<file path="src/rtl/param_register_file.sv">
// param_register_file
// Parameterised register file with two combinational read ports and one
// synchronous write port. After reset (synchronous, active-low rst) an
// initialisation sequencer walks every register and loads it with its own
// index. Reads return zero while that walk runs. Writes that arrive during
// the walk, or that target an unimplemented address, are discarded. Each
// discarded write produces a one-cycle wr_drop pulse on the next cycle.
//
// Optional feature macro: REGFILE_BYPASS_EN
//   defined   -> an accepted write is forwarded combinationally to any read
//                port addressing the same register in the same cycle.
//   undefined -> no forwarding; a read sees the old value until the edge.
module param_register_file #(
    parameter int DATA_W   = 32,
    parameter int NUM_REGS = 15,
    parameter int ADDR_W   = 4
) (
    input  logic              clk,
    input  logic              rst,
    input  logic [ADDR_W-1:0] src_1,
    input  logic [ADDR_W-1:0] src_2,
    input  logic [ADDR_W-1:0] dest_wb,
    input  logic [DATA_W-1:0] result_wb,
    input  logic              write_back_en,
    output logic [DATA_W-1:0] reg1,
    output logic [DATA_W-1:0] reg2,
    output logic              busy,
    output logic              wr_drop
);

    // One extra bit so that NUM_REGS == 2**ADDR_W is representable.
    localparam logic [ADDR_W:0]   NUM_REGS_W = (ADDR_W+1)'(NUM_REGS);
    localparam logic [ADDR_W-1:0] LAST_IDX   = ADDR_W'(NUM_REGS - 1);

    typedef enum logic {
        INIT  = 1'b0,
        READY = 1'b1
    } state_t;

    state_t            state_reg;
    logic [ADDR_W-1:0] cnt_reg;
    logic              busy_reg;
    logic              wr_drop_reg;

    // Register storage. It has no reset value; the INIT walk is the only
    // initialisation.
    logic [DATA_W-1:0] registers [NUM_REGS];

    logic              dest_valid;
    logic              wb_accept;
    logic              wb_drop;
    logic              wr_en;
    logic [ADDR_W-1:0] wr_addr;
    logic [DATA_W-1:0] wr_data;

    // Classify the incoming write request as accepted, dropped, or absent.
    always_comb begin
        dest_valid = ({1'b0, dest_wb} < NUM_REGS_W);
        wb_accept  = write_back_en && dest_valid && (state_reg == READY);
        wb_drop    = write_back_en && ((state_reg == INIT) || !dest_valid);
    end

    // Pick the single write source: the INIT walk or an accepted write-back.
    always_comb begin
        wr_en   = 1'b0;
        wr_addr = dest_wb;
        wr_data = result_wb;
        if (state_reg == INIT) begin
            wr_en   = 1'b1;
            wr_addr = cnt_reg;
            wr_data = DATA_W'(cnt_reg);
        end else if (wb_accept) begin
            wr_en = 1'b1;
        end
    end

    // Sequencer FSM: reset forces INIT, and INIT walks cnt up to the last
    // index before it moves to READY.
    always_ff @(posedge clk) begin
        if (!rst) begin
            state_reg   <= INIT;
            cnt_reg     <= '0;
            busy_reg    <= 1'b1;
            wr_drop_reg <= 1'b0;
        end else begin
            wr_drop_reg <= wb_drop;
            case (state_reg)
                INIT: begin
                    if (cnt_reg == LAST_IDX) begin
                        state_reg <= READY;
                        busy_reg  <= 1'b0;
                        cnt_reg   <= '0;
                    end else begin
                        cnt_reg <= cnt_reg + 1'b1;
                    end
                end
                READY: begin
                    busy_reg <= 1'b0;
                end
                default: begin
                    state_reg <= INIT;
                    busy_reg  <= 1'b1;
                    cnt_reg   <= '0;
                end
            endcase
        end
    end

    // Storage write. Contents are frozen while rst is held low.
    always_ff @(posedge clk) begin
        if (rst && wr_en) begin
            registers[wr_addr] <= wr_data;
        end
    end

    assign busy    = busy_reg;
    assign wr_drop = wr_drop_reg;

    // Two identical read ports, generated from one template.
    logic [ADDR_W-1:0] rd_addr [2];
    assign rd_addr[0] = src_1;
    assign rd_addr[1] = src_2;

    genvar gi;
    generate
        for (gi = 0; gi < 2; gi++) begin : g_rd
            logic              src_valid;
            logic              fwd;
            logic [DATA_W-1:0] rd_val;

            assign src_valid = ({1'b0, rd_addr[gi]} < NUM_REGS_W);
`ifdef REGFILE_BYPASS_EN
            // Only accepted writes are forwarded; dropped writes never are.
            assign fwd = wb_accept && (rd_addr[gi] == dest_wb);
`else
            assign fwd = 1'b0;
`endif
            // Read mux: zero while busy or when the address is out of range.
            always_comb begin
                rd_val = '0;
                if (!busy_reg && src_valid) begin
                    if (fwd) begin
                        rd_val = result_wb;
                    end else begin
                        rd_val = registers[rd_addr[gi]];
                    end
                end
            end
        end
    endgenerate

    assign reg1 = g_rd[0].rd_val;
    assign reg2 = g_rd[1].rd_val;

endmodule

</file>
<file path="config.mk">
export PLATFORM = sky130hd
export DESIGN_NAME = param_register_file
export DESIGN_NICKNAME = d
export VERILOG_FILES = /design/src/rtl/param_register_file.sv
export SDC_FILE = /design/constraint.sdc
export NUM_CORES = 1
export LEC_CHECK = 0
export ABC_AREA = 1
export CAP_MARGIN = 30
export CORE_MARGIN = 8
export CORE_UTILIZATION = 40
export DETAILED_ROUTE_END_ITERATION = 12
export DONT_BUFFER_PORTS = 1
export PLACE_DENSITY_LB_ADDON = 0.25
export SLEW_MARGIN = 10
export SYNTH_ARGS = -nofsm -noshare
export SYNTH_HDL_FRONTEND = slang
export SYNTH_SLANG_ARGS = --single-unit
</file>
<file path="constraint.sdc">
create_clock -name clk -period 11.13 [get_ports clk]
set_input_delay 1.6695 -clock clk [delete_from_list [all_inputs] [get_ports clk]]
set_output_delay 1.6695 -clock clk [all_outputs]
set_load 0.05 [all_outputs]
</file>
## After elaboration in Yosys (flattened, before gate mapping)

Memory sizes are Yosys's and may differ from the RTL's.
Cells that the tools add are included.

| operators by class | value |
|---|---|
| add/sub/neg operators | 1 |
| magnitude comparators | 3 |
| equal/unequal tests | 2 |
| multiplexer cells | 13 |
| bitwise operators | 1 |
| reductions and logical operators | 9 |

Operators with widths:

| kind | count |
|---|---|
| 2-to-1 mux 32 bit | 3 |
| less-than comparator 4 bit, second input constant | 3 |
| 2-to-1 mux 4 bit | 2 |
| 2-to-1 mux 1 bit | 7 |
| logical AND 1 bit | 6 |
| adder 4 x 1 -> 4 bit, second input constant | 1 |
| == test 4 bit, second input constant | 1 |
| zero test 1 bit | 2 |
| inequality test 2 x 1 -> 1 bit, second input constant | 1 |
| case mux 1 bit (2 select lines) | 1 |
| logical OR 1 bit | 1 |
| inverter 1 bit | 1 |

| storage, ports and cells | value |
|---|---|
| flip-flop bits (word level) | 7 |
| memory bits (writable) | 480 |
| input port bits | 47 |
| output and inout port bits | 66 |
| logic and storage cells | 34 |
| memories | 1 |

Memory list:

| memory | words | bits a word | rd ports | clocked after Yosys merged registers in | write ports | line | RTL |
|---|---|---|---|---|---|---|---|
| registers | 15 | 32 | 2 | 0 | 1 | 47 | `logic [DATA_W-1:0] registers [NUM_REGS];` |

## Logic depth before layout (Yosys ltp)

Gate-level depths: netlist (run 1).

| logic depth | value |
|---|---|
| word-level depth | 8 |
| gate-level depth with buffers | 10 |
| gate-level depth less buffers | 8 |

## Worst setup path after synthesis (run 1)

OpenSTA, ideal clock, no wires.

| path | value |
|---|---|
| path kind | input port to flip-flop |
| start | in dest_wb[1] |
| end | mem registers[3][0] (enable) |
| setup time | 0.461 ns |
| arrival | 4.310 ns |
| required time | 10.669 ns |
| path slack | 6.359 ns |
| cell stages on the path | 5 |
| path buffers | 0 |
| cell sequence | nand2_1 > nor2_1 > o22ai_1 > inv_1 > nor3_1 |

| on the way | value |
|---|---|
| cells in the longest elaborated chain, start to end | 8 |
| elaborated cells between the ends (all ways) | 9 |
| classes of those cells | 1 x order compare; 5 x mux; 3 x reduce/logical |

Ends and longest elaborated chain:

| element | line | RTL |
|---|---|---|
| start, declared | 22 | `input logic [ADDR_W-1:0] dest_wb,` |
| less-than comparator 4 bit | 58 | `dest_valid = ({1'b0, dest_wb} < NUM_REGS_W);` |
| logical AND 1 bit (2 in series) | 59 | `wb_accept = write_back_en && dest_valid && (state_reg == READY);` |
| 2-to-1 mux 1 bit | 72 | `end else if (wb_accept) begin` |
| 2-to-1 mux 1 bit | 68 | `if (state_reg == INIT) begin` |
| logical AND 1 bit | 111 | `if (rst && wr_en) begin` |
| 2-to-1 mux 1 bit | 111 |  |
| 2-to-1 mux 1 bit (not written as such) | 112 | `registers[wr_addr] <= wr_data;` |
| end, declared | 47 |  |

Parallel ways exist; a longest one is shown, timed or not.

## Worst setup path in the final report (run 1)

| path | value |
|---|---|
| start | in src_2[0] |
| end | out reg2[1] |

| on the way | value |
|---|---|
| cells in the longest elaborated chain, start to end | 3 |
| elaborated cells between the ends (all ways) | 4 |
| classes of those cells | 1 x order compare; 1 x mux; 1 x reduce/logical; 1 x memory |

Ends and longest elaborated chain:

| element | line | RTL |
|---|---|---|
| start, declared | 21 | `input logic [ADDR_W-1:0] src_2,` |
| less-than comparator 4 bit | 131 | `assign src_valid = ({1'b0, rd_addr[gi]} < NUM_REGS_W);` |
| logical AND 1 bit | 141 | `if (!busy_reg && src_valid) begin` |
| 2-to-1 mux 32 bit * | 141 |  |
| end, declared | 26 | `output logic [DATA_W-1:0] reg2,` |

Every way passes the cells marked *; elsewhere a longest branch is shown, timed or not.

==> results.yml, run 1 <==
clock_network:
  clock_path_buffers: 3
  cts_tree: "yes"
  clk_latency_ns: 0.62
  cts-hold-fix-buffers: 0
  post_cts_resized: 0
  cts_sinks: 487
  postCtsSetupBuffers: 0
  cts-root-buf: "clkbuf_16"
  cts_buffers: 53
  clk_pin_slew_ns: 0.05
  ctsHtreeMaxLevel: 2
final_layout:
  layout-drive-gt1-share_pct: 4.846
  postLayoutCoreUtil_pct: 43.48
  syn2layout_area_growth_pct: 8.397
  antenna_cells: 0
  nNetsFinal: 3066
  largest_reg_flops: 480
worst_setup_path:
  critPathLaunchType: "input port"
  slowest_stage: "inv_6"
  critPathBufInv: 3
  path_class: "in -> out"
  r2r-start: "state_reg"
  worstPathArrival_ns: 4.83
  cp-end-kind: "output port"
  reg2reg_slack_ns: 8.13
  startpoint: "src_2[0]"
  cp_common_cell: "nor2_1"
  crit_family: "buffers and inverters"
  crit_chain: "inv_6, buf_4, buf_12, nand2_1, nand3_1, nand2_1, nor2_1, nor2_1, nor2_1"
  cp_max_fo: 226
  cp_slowest_stage_delay_ns: 0.77
  r2r_end: "registers[13][12]"
  cp_data_required_time_ns: 9.46
  reg2regPathDepth: 5
global_route:
  grt_pass1_wl_um: 127100
  first_global_vias: 21530
  grt_antenna_before_repair: 0
  grt_overflow: 0
  grt_start_max_net_pins: 227
  grt.total_usage_pct: 22.23
power:
  p_sw_uw: 932.9
  p_int_mw: 3.007
  power_density_nw_per_um2: 141.6
  sw_frac_of_total_pct: 23.68
  power_frac_seq_pct: 51.6
  clkPwrFrac_pct: 40.9
  leakage_nw: 11.75
  comb_power_share_pct: 7.5
  peakVddDrop_uv: 103.4
logic_synthesis:
  synth_top_area_cell: "edfxtp_1"
  synth_fp_nets: 3156
  synth_warnings: 0
  yosys.area.top_type_share_pct: 56.15
  yosys-top-cells-area: "edfxtp_1, nand2_1, nand3_1"
  synth_area_um2: 25670
  ys_seq_area_share_pct: 56.69
  synthFlopType: "edfxtp_1"
  ys_seq_elements: 487
  synth_edf_count: 480
  synthCells: 3109
  yosysUniqueCellTypes: 23
  synthArstFlopShare_pct: 0
  synth_commonest_cells: "nand2_1, edfxtp_1, nand3_1"
  post-synth-top-count-cell: "nand2_1"
  avgSynthCellArea_um2: 8.257
sta:
  min_period_ns: 6.496
  max_slew.worst_pin.slew_ns: 1.066
  setup_tns_ns: 0
  post-route-period-util_pct: 58.37
  hold_viol_final: 0
  slew_headroom_pct: 28.97
  drv_slew: 0
  fin_hold_ws_ns: 0.5131
  setup_viol_count_final: 0
  rsz0062_at_grt: "false"
  max_freq_mhz: 153.9
  skew_ns: 0.02436
routing:
  wl_um: 84200
  drc: 0
  num_vias: 21680
  vias_per_cell: 5.547
  drt-initial-drc-count: 2281
  dr.pass1.iters: 5
  ant_nets: 0
  wire_per_inst_um: 21.54
floorplan:
  initial_core_util_pct: 40.11
  core-area_um2: 64000
  dieArea_um2: 72540
  dieHeight_um: 269.3
  fp.dieW_um: 269.3
  io_pins: 113
  fp-row-count: 93
hold_path:
  min_path_cells: 2
  hold_class: "reg -> reg"
  hp-start: "cnt_reg[1]"
  min_to: "cnt_reg[1]"
placement:
  gp_congestion: 0.7984
  hpwlAfterDp_um: 41760
  port-buffer-count: 0
status:
  status: "finished clean"
flow_run:
  drv_cap: 0
through the flow:
stage               power (mW)  cells  instance area [um2]  setup WS, ns
finish                   3.940   3909                27830         4.634
global route             4.067   3909                27830         4.901
CTS                      3.963   3905                27750         4.902
detailed placement       2.361   3815                26230         4.909
global placement         2.353   3790                25930         4.618
floorplan                2.326   3109                25670         6.359
per-layer routing:
layer	global-route usage, %	wire, um
met5	0	0
met4	8.881	2871
met3	4.204	8424
met2	36.96	39560
met1	28.48	33340
power groups by stage:
stage | combinational, mW | clock (mW) | sequential [mW]
3_5_place_dp | 0.288 | 0 | 2.07
6_report | 0.294 | 1.61 | 2.03
5_1_grt | 0.326 | 1.70 | 2.04
4_1_cts | 0.289 | 1.64 | 2.03
2_1_floorplan | 0.255 | 0 | 2.07
3_3_place_gp | 0.282 | 0 | 2.07
placed cells by master (no fill, tap or decap), drive strengths merged, types with 4 or more instances in the layout:
| master | Yosys | routed |
|---|---|---|
| a21oi | 197 | 197 |
| edfxtp | 480 | 480 |
| buf | 174 | 58 |
| clkinv | 0 | 16 |
| nor2 | 212 | 212 |
| dfxtp | 7 | 7 |
| nor3 | 4 | 4 |
| nand3 | 451 | 451 |
| nand2 | 1333 | 1333 |
| inv | 211 | 210 |
| clkbuf | 30 | 76 |
layout make-up:
| type | instances | area, um2 |
|---|---|---|
| repair buffers | 59 | 599.3 |
| inverters | 211 | 809.5 |
| flip-flops and latches | 487 | 14560 |
| fillers | 6196 | 36170 |
| well taps | 855 | 1070 |
| clock inverters | 15 | 67.56 |
| multi-input cells | 2207 | 9275 |
| clock buffers | 75 | 1451 |
worst register-to-register path: cells and delay by family, from the launching register on:
| family | cells | cell delay, ns |
|---|---|---|
| and+or+nand+nor | 2 | 0.89 |
| AOI/OAI and AO/OA | 1 | 0.38 |
| buffers and inverters | 2 | 0.72 |
| DFF | 1 | 0.64 |
worst max path at each step:
stage	depth (start not counted)	endpoint	slack, ns
floorplan	5	registers[3][0]	6.36
global placement	8	reg1[22]	4.62
detailed placement	8	reg1[15]	4.91
CTS	8	reg1[16]	4.90
global route	9	reg1[8]	4.90
finish	9	reg2[1]	4.63
logic make-up after synthesis:
group / count (synthesis) / share of synthesized area, %
simple gates: 2001 / 31.48
buf+inv: 415 / 7.696
flops: 487 / 56.69
compound gates: 206 / 4.128
No activity file was read; power rests on OpenSTA's default activity.
==> run 2, diff against run 1 <==
==> constraint.sdc (replaced) <==
create_clock -name clk -period 5.2 [get_ports clk]
set_input_delay 0.78 -clock clk [delete_from_list [all_inputs] [get_ports clk]]
set_output_delay 0.78 -clock clk [all_outputs]
set_load 0.05 [all_outputs]
==> run 2 against run 1 <==
Die area is the same. Utilization grew 0.58 points. Sequential cell count is the same. Count of clock-buffer cells in the layout shrank 13. Register-to-register slack lost 6.2 ns. Non-clock buffer count grew 48. Total power grew 120%. Critical path depth shrank 5.
==> results.yml, run 2 (synthesis gave the netlist of run 1 again) <==
routing:
  ant_nets: 0
  wl_um: 83330
  drt-initial-drc-count: 2590
  num_vias: 21860
  vias_per_cell: 5.521
  dr.pass1.iters: 8
  drc: 0
  wire_per_inst_um: 21.04
worst_setup_path:
  critPathLaunchType: "flip-flop"
  cp_data_required_time_ns: 4.42
  path_class: "reg -> out"
  worstPathArrival_ns: 3.32
  cp_max_fo: 15
  cp-end-kind: "output port"
placement:
  placedCellCount: 3865
  post-place-ws_ns: 1.384
  hpwlAfterDp_um: 45120
  gp_congestion: 0.8623
  port-buffer-count: 0
  place_area_um2: 26570
floorplan:
  fp-row-count: 93
  initial_core_util_pct: 40.11
  dieHeight_um: 269.3
  fp.dieW_um: 269.3
  dieArea_um2: 72540
  core-area_um2: 64000
  io_pins: 113
global_route:
  grt_antenna_before_repair: 1
  grt_pass1_wl_um: 124900
  first_global_vias: 21160
  grt_overflow: 0
  grt.total_usage_pct: 21.90
  grt_start_max_net_pins: 227
sta:
  fin_ws_ns: 1.103
  hold_viol_final: 0
  min_period_ns: 4.097
  slew_headroom_pct: 31.64
  skew_ns: 0.01415
  setup_tns_ns: 0
  drv_slew: 0
  rsz0062_at_grt: "false"
  max_slew.worst_pin.slew_ns: 1.022
  setup_viol_count_final: 0
  post-route-period-util_pct: 78.80
  max_freq_mhz: 244.1
  fin_hold_ws_ns: 0.3286
power:
  total_power_mw: 8.552
  peakVddDrop_uv: 200.8
  power_density_nw_per_um2: 303.3
  leakage_nw: 12.02
final_layout:
  final_cell_mix: "nand2_1, edfxtp_1, nand3_1, inv_1, nor2_1"
  syn2layout_area_growth_pct: 9.845
  final_area_um2: 28200
  nNetsFinal: 3114
  layout-drive-gt1-share_pct: 6.669
  final_common_cell: "nand2_1"
  fill_cells: 6208
  largest_reg_flops: 480
  fin_cells: 3960
  postLayoutCoreUtil_pct: 44.06
clock_network:
  cts-root-buf: "clkbuf_16"
  cts_sinks: 487
  clock_path_buffers: 3
  cts_buffers: 53
  post_cts_resized: 0
  ctsHtreeMaxLevel: 2
  cts-hold-fix-buffers: 0
  clk_pin_slew_ns: 0.06
  clk_latency_ns: 0.61
  cts_tree: "yes"
  postCtsSetupBuffers: 0
flow_run:
  drv_cap: 0
status:
  status: "finished clean"
hold_path:
  hold_class: "in -> reg"
[run 2: path summary, 6_finish.rpt]
path / startpoint / to / slack (ns) / cells after the start
setup / recovery: busy / reg2[11] / 1.10 / 4
hold / removal: rst / cnt_reg[3] / 0.33 / 2
setup reg to reg: state_reg / registers[11][3] / 1.94 / 6
hold reg to reg: cnt_reg[1] / cnt_reg[1] / 0.51 / 2
[run 2: per-layer routing]
| metal | vias up | wire length, um | global-route usage (%) | share of wire [%] |
|---|---|---|---|---|
| met5 | - | 0 | 0 | 0 |
| met4 | 0 | 2952 | 8.867 | 3.5 |
| met3 | 213 | 7640 | 4.302 | 9.2 |
| met2 | 1287 | 38360 | 35.52 | 46 |
| met1 | 10310 | 34370 | 28.66 | 41 |
| li1 | 10050 | - | - | - |
[run 2: worst max-delay path, cell delays in order (launching register included)]
cell     delay, ns
dfxtp_1       0.61
a41oi_4       0.88
buf_4         0.40
nand2_1       0.08
nor2_1        0.72
[run 2: area by class of cell]
type                            count  area [um2]  area share [%]
Clock buffer                       62        1360           4.823
Tap cell                          855        1070           3.794
Inverter                          211       809.5           2.871
Multi-Input combinational cell   2207        9275           32.89
Timing Repair Buffer              107       904.6           3.208
Clock inverter                     30       222.7          0.7898
Antenna cell                        1       2.502        0.008874
Sequential cell                   487       14560           51.62
[run 2: report_power, final]
part / switching [mW] / internal (mW)
clock network: 1.56 / 2.00
registers: 0.0295 / 4.33
logic: 0.438 / 0.194
total: 2.03 / 6.52
